<file path="src/rtl/ir_queue.sv">
// Instruction register with a DEPTH-entry prefetch queue.
// Head word is split into opcode (MSBs) and operand (LSBs) fields.
module ir_queue #(
  parameter int OP_W  = 4,
  parameter int ARG_W = 4,
  parameter int DEPTH = 4
) (
  input  logic                         clk,
  input  logic                         clear,
  input  logic [OP_W+ARG_W-1:0]        in_data,
  input  logic                         load,
  output logic                         in_ready,
  input  logic                         advance,
  input  logic                         flush,
  output logic [OP_W-1:0]              ir_op,
  output logic [ARG_W-1:0]             ir_arg,
  output logic                         ir_valid,
  output logic [$clog2(DEPTH+1)-1:0]   count,
  output logic                         ovf
);

  localparam int W  = OP_W + ARG_W;
  localparam int PW = $clog2(DEPTH);
  localparam int CW = $clog2(DEPTH + 1);

  logic [W-1:0]  mem [DEPTH];
  logic [PW-1:0] rd_ptr;
  logic [PW-1:0] wr_ptr;
  logic [CW-1:0] count_q;
  logic          ovf_q;
  logic          push;
  logic          pop;
  logic [W-1:0]  head;

  assign in_ready = (count_q != CW'(DEPTH));
  assign ir_valid = (count_q != '0);
  assign push     = load && in_ready;
  assign pop      = advance && ir_valid;
  assign count    = count_q;
  assign ovf      = ovf_q;

  assign head   = ir_valid ? mem[rd_ptr] : '0;
  assign ir_op  = head[W-1:ARG_W];
  assign ir_arg = head[ARG_W-1:0];

  // A flush restarts the buffer at slot 0, so a concurrent push lands there.
  always_ff @(posedge clk) begin
    if (!clear && push) begin
      mem[flush ? '0 : wr_ptr] <= in_data;
    end
  end

  always_ff @(posedge clk) begin
    if (clear) begin
      rd_ptr  <= '0;
      wr_ptr  <= '0;
      count_q <= '0;
      ovf_q   <= 1'b0;
    end else begin
      if (load && !in_ready) begin
        ovf_q <= 1'b1;
      end
      if (flush) begin
        rd_ptr <= '0;
        if (push) begin
          wr_ptr  <= PW'(1);
          count_q <= CW'(1);
        end else begin
          wr_ptr  <= '0;
          count_q <= '0;
        end
      end else begin
        if (push) begin
          wr_ptr <= wr_ptr + PW'(1);
        end
        if (pop) begin
          rd_ptr <= rd_ptr + PW'(1);
        end
        case ({push, pop})
          2'b10:   count_q <= count_q + CW'(1);
          2'b01:   count_q <= count_q - CW'(1);
          default: count_q <= count_q;
        endcase
      end
    end
  end

endmodule

</file>
<file path="config.mk">
export PLATFORM = sky130hd
export DESIGN_NAME = ir_queue
export DESIGN_NICKNAME = d
export VERILOG_FILES = /design/src/rtl/ir_queue.sv
export SDC_FILE = /design/constraint.sdc
export NUM_CORES = 1
export LEC_CHECK = 0
export ABC_AREA = 1
export BUFFER_PORTS_ARGS = -buffer_cell sky130_fd_sc_hd__buf_2
export CORE_ASPECT_RATIO = 1.25
export CORE_UTILIZATION = 50
export CTS_BUF_LIST = sky130_fd_sc_hd__clkbuf_4 sky130_fd_sc_hd__clkbuf_8 sky130_fd_sc_hd__clkbuf_16
export DETAILED_ROUTE_END_ITERATION = 10
export GPL_TIMING_DRIVEN = 0
export PLACE_DENSITY = 0.86
export SLEW_MARGIN = 40
export SYNTH_ARGS = -nofsm -noshare
export SYNTH_HDL_FRONTEND = slang
export SYNTH_SLANG_ARGS = --single-unit
export TNS_END_PERCENT = 100
</file>
<file path="constraint.sdc">
create_clock -name clk -period 2.05 [get_ports clk]
set_clock_uncertainty 0.05 [all_clocks]
set_input_delay 0.1025 -clock clk [delete_from_list [all_inputs] [get_ports clk]]
set_output_delay 0.1025 -clock clk [all_outputs]
set_load 0.01 [all_outputs]
</file>
* Word level (Yosys, flattened, before mapping)
Memory sizes are Yosys's and may differ from the RTL's. A register that Yosys moved wholly into a read port is not among the register bits.
Cells that the tools add are included.
** Operators by class
- Multiplexer cells :: 12
- Reductions and logical operators :: 10
- Equality and inequality tests :: 3
- Add/sub/neg operators :: 4
** Operators by type and width (count)
- 2-bit two-way mux :: 5
- 8-bit two-way mux :: 1
- 3-bit one-hot mux with 2 select lines :: 1
- 3-bit nonzero test :: 2
- 2-bit by 1-bit adder with 2-bit output, second input constant :: 2
- 1-bit logical AND :: 4
- 1-bit two-way mux :: 4
- 3-bit by 1-bit adder with 3-bit output, second input constant :: 1
- 3-bit two-way mux :: 1
- 3-bit != test, second input constant :: 1
- 3-bit by 1-bit subtractor with 3-bit output, second input constant :: 1
- 2-bit by 1-bit equality test with 1-bit output, second input constant :: 1
- 2-bit equality test, second input constant :: 1
- 1-bit zero test :: 2
- 2-bit nonzero test :: 1
- 2-bit OR reduction :: 1
** Storage, ports and cells
- Bits in writable memories :: 32
- Memories kept :: 1
- Input bits :: 13
- Output and inout port bits :: 14
- Word-level logic and storage cells :: 34
- Register bits :: 8
** Memory list
- mem :: words 4, width 8, read ports 1, clocked after Yosys merged registers in 1, write ports 1, RTL line 26 : logic [W-1:0] mem [DEPTH];

* Depth between registers and ports, before layout
Gate-level depths: netlist (run 1).
- Depth in word-level cells :: 5
- Gate-level depth with buffers :: 10
- Mapped depth without buffers :: 10

* Least setup slack after synthesis (run 1)
OpenSTA, ideal clock, no wires.
- Path kind :: flip-flop to flip-flop
- Start point :: register count_q[0], in the netlist count[0]
- End point :: memory mem[0][0] (netlist name) (enable)
- Library setup time :: 386 ps
- Cell stages (with the launch flop) :: 5
- Buffers on the path :: 0
- Data arrival time :: 1625 ps
- Setup slack :: -12 ps
- Data required time :: 1614 ps
- Period minus slack after synthesis :: 2062 ps
- Cell sequence :: dfxtp_1 nor2_4 a21oi_4 nand2_2 a211oi_1
** On the way
- Longest elaborated chain between the ends :: 5
** Ends and longest elaborated chain
- from (decl) :: RTL line 29 : logic [CW-1:0] count_q;
- from (signal assigned) :: RTL line 80 : 2'b10: count_q <= count_q + CW'(1);
- from (signal assigned) :: RTL line 81 : 2'b01: count_q <= count_q - CW'(1);
- from (signal assigned) :: RTL line 82 : default: count_q <= count_q;
- 3-bit != test :: RTL line 35 : assign in_ready = (count_q != CW'(DEPTH));
- 1-bit logical AND :: RTL line 37 : assign push = load && in_ready;
- 1-bit logical AND :: RTL line 48 : if (!clear && push) begin
- 1-bit two-way mux :: RTL line 48
- 1-bit two-way mux :: RTL line 49 : mem[flush ? '0 : wr_ptr] <= in_data;
- to (decl) :: RTL line 26
Every way passes these cells.

* Worst setup path in the final report (run 1)
- Start point :: register count_q[1], in the netlist count[1]
- End point :: memory mem[0][6] (netlist name) (enable)
Same word-level chain as after synthesis.

==> metrics.md, run 1 <==
| Metric | Value |
|---|---|
| Final nets | `around 220` |
| Initial core utilization | `53.91%` |
| Psw | `approximately 0.45 mW` |
| RSZ-0062 raised after global routing | `false` |
| GRT Overall Usage | `slightly above 20%` |
| Clk_lat worst skew | `about 0.30 ns` |
| Final hold violation count | `0` |
| Synthesis Warnings | `0` |
| DRC | `0` |
| Setup TNS | `0 ns` |
| Yosys cell types | `26` |
| Full die area | `between 3000 and 4000 sq um` |
| WHS | `~0.10 ns` |
| Clock share of power | `approximately 34%` |
| Fmax | `521.5 MHz` |
| Required @ worst endpoint | `between 1.5 and 2 ns` |
| Internal power | `about 1.3 mW` |
| Worst rel slew slack | `between 60% and 70%` |
| Delay-heaviest family, CP | `compound AO/OA/AOI/OAI gates` |
| CP Cell Sequence | `nor2_4 -> a21oi_4 -> nand2_2 -> a211oi_4` |
| Die extent in y | `between 60 and 70 um` |
| Met2 Use GR | `37.80%` |
| Ant diodes | `0` |
| Layout area overhead | `24.12%` |
| Number of synthesized flops with an enable pin | `32` |
| Syn Inst Count | `about 160` |
| Slew Limit Fails | `0` |
| Tmin final | `approximately 1.9 ns` |
| Drt first-iter violations | `approximately 120` |
| PwrDens | `804.4 nW/um^2` |
| VDD IR max | `0.6343 mV` |
| Core ar. | `around 3300 sq um` |
| Router iterations before antenna repair | `4` |
| Synthesized area per cell | `about 11 sq um` |
| Register area share after synthesis | `between 60% and 70%` |
| Routed vias/inst | `approximately 5.4` |
| Met3 GRT Util | `roughly 5.8%` |
| Routed WL per cell | `roughly 14 um` |
| Layout cells sized above 1 | `28.64%` |
| DRT Wirelength | `roughly 3500 um` |
| Crit path launch type | `register` |
| Global Route met1 Usage | `between 20% and 30%` |
| Final worst-path cycle share | `between 90% and 100%` |
| Actual slew at the worst max-slew pin | `0.5269 ns` |
| Share of flip-flops with an asynchronous set or reset | `0%` |
| CTS root buffer | `clkbuf_8` |
| CTS max path bufs | `2` |
| Busiest layer in global routing | `met2` |
| CTS clock-pin slew for the worst setup and hold paths | `0.08 ns` |
| Setup CP Type | `reg2reg` |
| CTS HTree Levels | `2` |
| Yosys reg bits | `between 40 and 50` |
| Cell Area, Synth | `1784 sq um` |
| Sw frac | `25.08%` |
| Via count | `between 1,000 and 1,500` |
| CP endpoint kind | `register` |
| Max Fanout on Critical Path | `8` |
| Syn nets | `about 180` |
| Commonest non-fill, non-tap cell in the layout | `nor2_1` |
| Crit-path slowest cell | `a211oi_4` |
| CP peak stage delay | `0.48 ns` |
| Row count | `23` |
| Antenna violations before repair | `0` |
| Leakage | `between 0.8 and 0.9 nW` |
| Hold WC Path Type | `in2reg` |
| Global-route wire length before repair | `5733 um` |
| Routability cong. | `roughly 0.73` |
| Total clock sinks | `between 40 and 50` |
| WP buf/inv | `0` |
| Dpl hpwl | `between 2000 and 2500 um` |
| Gate power share | `12.7%` |
| Post-route ant nets | `0` |
| Die W | `around 55 um` |
| Max Cap Viol | `0` |
| Num CTS Buffers | `5` |
| Most frequent cells in the layout | `nor2_1, edfxtp_1, buf_2` |
| Boundary pin count | `27` |
| Sequential share of power | `between 50% and 60%` |
| Vias in the first global route | `roughly 1,300` |
| Grt ovf | `0` |
| Largest net degree at the start of global routing | `15` |
| Port bufs | `26` |
| Run status | `finished clean` |
| Crit path DAT | `about 1.8 ns` |
| TritonCTS clock tree | `built` |
| Total Power | `about 1.8 mW` |
| Main synth FF type | `edfxtp_1` |
| Final setup vio count | `0` |
## state kept, by name (all words and copies together), names as in the netlist, named ones only
name	cells
mem	32
ovf	1
count	3
rd_ptr	2
wr_ptr	2
## routing by layer
| metal | routed length [um] | part of all wire [%] | vias to the layer above |
|---|---|---|---|
| li1 | - | - | 637 |
| met1 | 1392 | 40 | 612 |
| met2 | 1827 | 52 | 51 |
| met3 | 202 | 5.8 | 10 |
| met4 | 87 | 2.5 | 0 |
| met5 | 0 | 0 | - |
## area by class of cell
| type | count | area (sq um) |
|---|---|---|
| plain buffers | 3 | 15.01 |
| flip-flops and latches | 42 | 1162 |
| inverters | 12 | 45.04 |
| repair buffers | 37 | 235.2 |
| well taps | 37 | 46.29 |
| fillers | 241 | 1095 |
| clock buffers | 6 | 93.84 |
| multi-input cells | 104 | 603.1 |
| clock inverters | 2 | 13.76 |
## worst paths after layout
kind | startpoint | end | slack (ns) | cells after the start
worst min register to register | ovf | ovf | 0.42 | 1
worst max register to register | count[1] | mem[0][6] | 0.13 | 4
worst min-delay path | flush | count[1] | 0.10 | 4
worst max-delay path | count[1] | mem[0][6] | 0.13 | 4
## synth_stat cells (all sizes together), types with 2 or more instances
library cell | n | share of area (%)
o21ai | 22 | 6.2
edfxtp | 32 | 54
a21oi | 12 | 4.2
nor2 | 42 | 9.8
nor3 | 2 | 0.56
buf | 3 | 0.84
inv | 12 | 2.5
dfxtp | 10 | 11
nand2 | 18 | 5.7
## per-stage QoR
| step | worst slack [ns] | std cells | util (%) | area, sq um |
|---|---|---|---|---|
| 2_1_floorplan | 0.05674 | 162 | - | 1789 |
| 3_3_place_gp | -0.3127 | 225 | 59.40 | 1966 |
| 3_5_place_dp | -0.08418 | 225 | 59.96 | 1984 |
| 4_1_cts | 0.001143 | 242 | 66.16 | 2190 |
| 5_1_grt | 0.02451 | 243 | 66.92 | 2215 |
| 6_report | 0.1323 | 243 | 66.92 | 2215 |
## kinds of logic after synthesis
family	share of synthesized area, %
and+or+nand+nor	18.16
DFF	65.08
AOI/OAI and AO/OA	11.57
buffers and inverters	3.576
xor gates and xnor gates	0.4910
adders and majority gates	1.122
## worst min-delay path, cell delays in order
cell,delay [ns]
buf_2,0.14
nor2_1,0.07
nand2_2,0.06
a21oi_2,0.04
## what timing repair did
action,CTS,global route
endpoints found under the hold margin,33,0
gates resized for setup,1,3
endpoints found under the setup margin,8,25
hold buffers,9,0
pin swaps,0,1
buffers inserted,0,2
## power by group through the flow
stage	combinational, mW	clock [mW]	sequential (mW)
2_1_floorplan	0.132	0	0.970
3_3_place_gp	0.200	0	0.969
3_5_place_dp	0.208	0	0.970
4_1_cts	0.224	0.610	0.950
5_1_grt	0.248	0.644	0.953
6_report	0.226	0.605	0.950
Power figures use the tool's default switching activity.
==> run 2: changes to the inputs <==
--- a/config.mk
+++ b/config.mk
@@ -7,7 +7,6 @@
 export LEC_CHECK = 0
 export ABC_AREA = 1
 export BUFFER_PORTS_ARGS = -buffer_cell sky130_fd_sc_hd__buf_2
-export CORE_ASPECT_RATIO = 1.25
 export CORE_UTILIZATION = 50
 export CTS_BUF_LIST = sky130_fd_sc_hd__clkbuf_4 sky130_fd_sc_hd__clkbuf_8 sky130_fd_sc_hd__clkbuf_16
 export DETAILED_ROUTE_END_ITERATION = 10
==> metrics.md, run 2 (synthesis gave the netlist of run 1 again) <==
| Metric | Value |
|---|---|
| Routability cong. | `0.7149 (-2.3%)` |
| Most frequent cells in the layout | `nor2_1, edfxtp_1, buf_2` |
| Met2 Use GR | `33.18% (-4.6 points)` |
| Final setup vio count | `0 (unchanged)` |
| PwrDens | `704.3 nW/um^2 (-12%)` |
| Met3 GRT Util | `5.590% (-0.19 points)` |
| Setup CP Type | `reg2reg` |
| Actual slew at the worst max-slew pin | `0.5199 ns (-0.007008 ns)` |
| VDD IR max | `0.4197 mV (-34%)` |
| Worst rel slew slack | `65.23% (+0.47 points)` |
| Boundary pin count | `27 (unchanged)` |
| Die W | `61.74 um (+11%)` |
| Max Fanout on Critical Path | `8 (unchanged)` |
| Max FFs per register | `32 (unchanged)` |
| Largest net degree at the start of global routing | `14 (-1)` |
| Required @ worst endpoint | `1.99 ns (+0.05 ns)` |
| Final setup margin | `0.1272 ns (-0.005143 ns)` |
| CP Launch Point | `count[1]` |
| Row count | `21 (-8.7%)` |
| R2r endpoint | `mem[0][4]` |
| GRT Overall Usage | `19.04% (-1.6 points)` |
| Core ar. | `3390 sq um (+2.4%)` |
| Commonest non-fill, non-tap cell in the layout | `nor2_1` |
| CTS clock-pin slew for the worst setup and hold paths | `0.12 ns (+0.04 ns)` |
| Largest reg by FF count | `mem` |
| Via count | `1,277 (-2.5%)` |
| Final worst-path cycle share | `93.80% (+0.25 points)` |
| Vias in the first global route | `1,109 (-13%)` |
| Routed vias/inst | `4.988 (-7.5%)` |
| Max Cap Viol | `0 (unchanged)` |
| Grt ovf | `0 (unchanged)` |
| DRT Wirelength | `3348 um (-4.6%)` |
| Critical path endpoint | `mem[0][4]` |
| Die extent in y | `61.74 um (-10%)` |
| R2R Setup Slk | `0.13 ns (about the same)` |
| Router iterations before antenna repair | `4 (unchanged)` |
| Dpl ws | `-0.06516 ns (+0.01903 ns)` |
| Fmax | `520.1 MHz (-0.27%)` |
| Busiest layer in global routing | `met2` |
| Num CTS Buffers | `5 (unchanged)` |
| Routed WL per cell | `13.08 um (-9.5%)` |
| Post-route ant nets | `0 (unchanged)` |
| Global Route met1 Usage | `22.93% (+1.2 points)` |
| Total clock sinks | `42 (unchanged)` |
| Layout area overhead | `24.12% (unchanged)` |
| Leakage | `0.8622 nW (about the same)` |
| Tmin final | `1.923 ns (+0.005143 ns)` |
| Port bufs | `26 (unchanged)` |
| Global-route wire length before repair | `4981 um (-13%)` |
| Design area | `2215 sq um (unchanged)` |
| Antenna violations before repair | `0 (unchanged)` |
| Crit path DAT | `1.86 ns (+0.05 ns)` |
| Clk_lat worst skew | `0.34 ns (+0.04 ns)` |
| Core Util, Final | `65.34% (-1.6 points)` |
| Dpl hpwl | `2175 um (-6.8%)` |
| CTS HTree Levels | `2 (unchanged)` |
| Final hold violation count | `0 (unchanged)` |
| RSZ-0062 raised after global routing | `false` |
| Slew Limit Fails | `0 (unchanged)` |
| CTS max path bufs | `2 (unchanged)` |
| Fillcell total | `261 (+8.3%)` |
| Initial core utilization | `52.64% (-1.3 points)` |
| Worst reg2reg path depth | `4 (unchanged)` |
| DRC | `0 (unchanged)` |
| Full die area | `3811 sq um (about the same)` |
| CP endpoint kind | `register` |
| Worst r2r src | `count[1]` |
| Drt first-iter violations | `47 (-59%)` |
| Final nets | `223 (+1.8%)` |
| Area post-placement | `1996 sq um (+0.57%)` |
| Layout cells sized above 1 | `29.52% (+0.88 points)` |
| Hold WC Path Type | `in2reg` |
| Crit path launch type | `register` |
| TritonCTS clock tree | `built` |
| Ant diodes | `0 (unchanged)` |
| Run status | `finished clean` |
| CTS root buffer | `clkbuf_4` |
[run 2: cell types whose count changed in the layout (fill, tap and decap cells not counted)]
cell / previous run / this run
clkbuf_4: 0 / 5
clkbuf_8: 5 / 0
buf_4: 2 / 5
buf_12: 0 / 1
clkbuf_16: 1 / 0
clkinv_1: 0 / 1
clkinv_2: 0 / 1
inv_4: 1 / 0
[run 2: final cells by class]
cell class	count	area [sq um]	area share [%]
flip-flops and latches	42	1162	52.49
multi-input cells	104	603.1	27.23
repair buffers	41	277.8	12.54
well taps	46	57.56	2.599
inverters	12	45.04	2.034
clock buffers	5	37.54	1.695
clock inverters	3	16.27	0.7345
plain buffers	3	15.01	0.6780
[run 2: power by group]
part	switching (mW)	total, mW	leakage (nW)	internal, mW
logic	0.142	0.232	0.461	0.0897
registers	0.0157	0.951	0.372	0.936
clock network	0.249	0.377	0.0286	0.128
[run 2: worst min-delay path by stage]
stage,cells after the start,to,from,slack (ns)
finish,4,count[1],flush,0.05
global route,4,count[1],flush,0.04
CTS,4,count[1],flush,0.03
detailed placement,2,count[1],clear,0.25
global placement,2,count[1],clear,0.25
floorplan,1,count[1],clear,0.11
[run 2: through the flow]
step                      hold WS, ns  instances  TNS [ns]  power, mW
after detailed placement       0.2456        234    -1.194      1.178
after floorplan                0.1149        162         0      1.102
final                         0.04510        256         0      1.560
after global placement         0.2467        234    -7.175      1.170
after global routing          0.04434        256         0      1.637
after CTS                     0.03079        251    -1.378      1.557
[run 2: metal layers]
layer	vias to the layer above	part of all wire [%]
li1	648	-
met1	576	45
met2	47	50
met3	6	4.6
met4	0	0.84
met5	-	0
[run 2: worst max-delay path, stage by stage, from the launching register on]
cell      delay, ns
dfxtp_1        0.48
nor2_4         0.08
a21oi_4        0.27
nand2_2        0.20
a211oi_4       0.47
[run 2: repair_timing]
| item | 4_1_cts | 5_1_grt |
|---|---|---|
| resized for setup | 1 | 3 |
| pin swaps | 0 | 3 |
| hold buffers | 9 | 0 |
| hold endpoints to repair | 33 | 0 |
| buffers inserted | 0 | 6 |
| setup endpoints to repair | 24 | 41 |
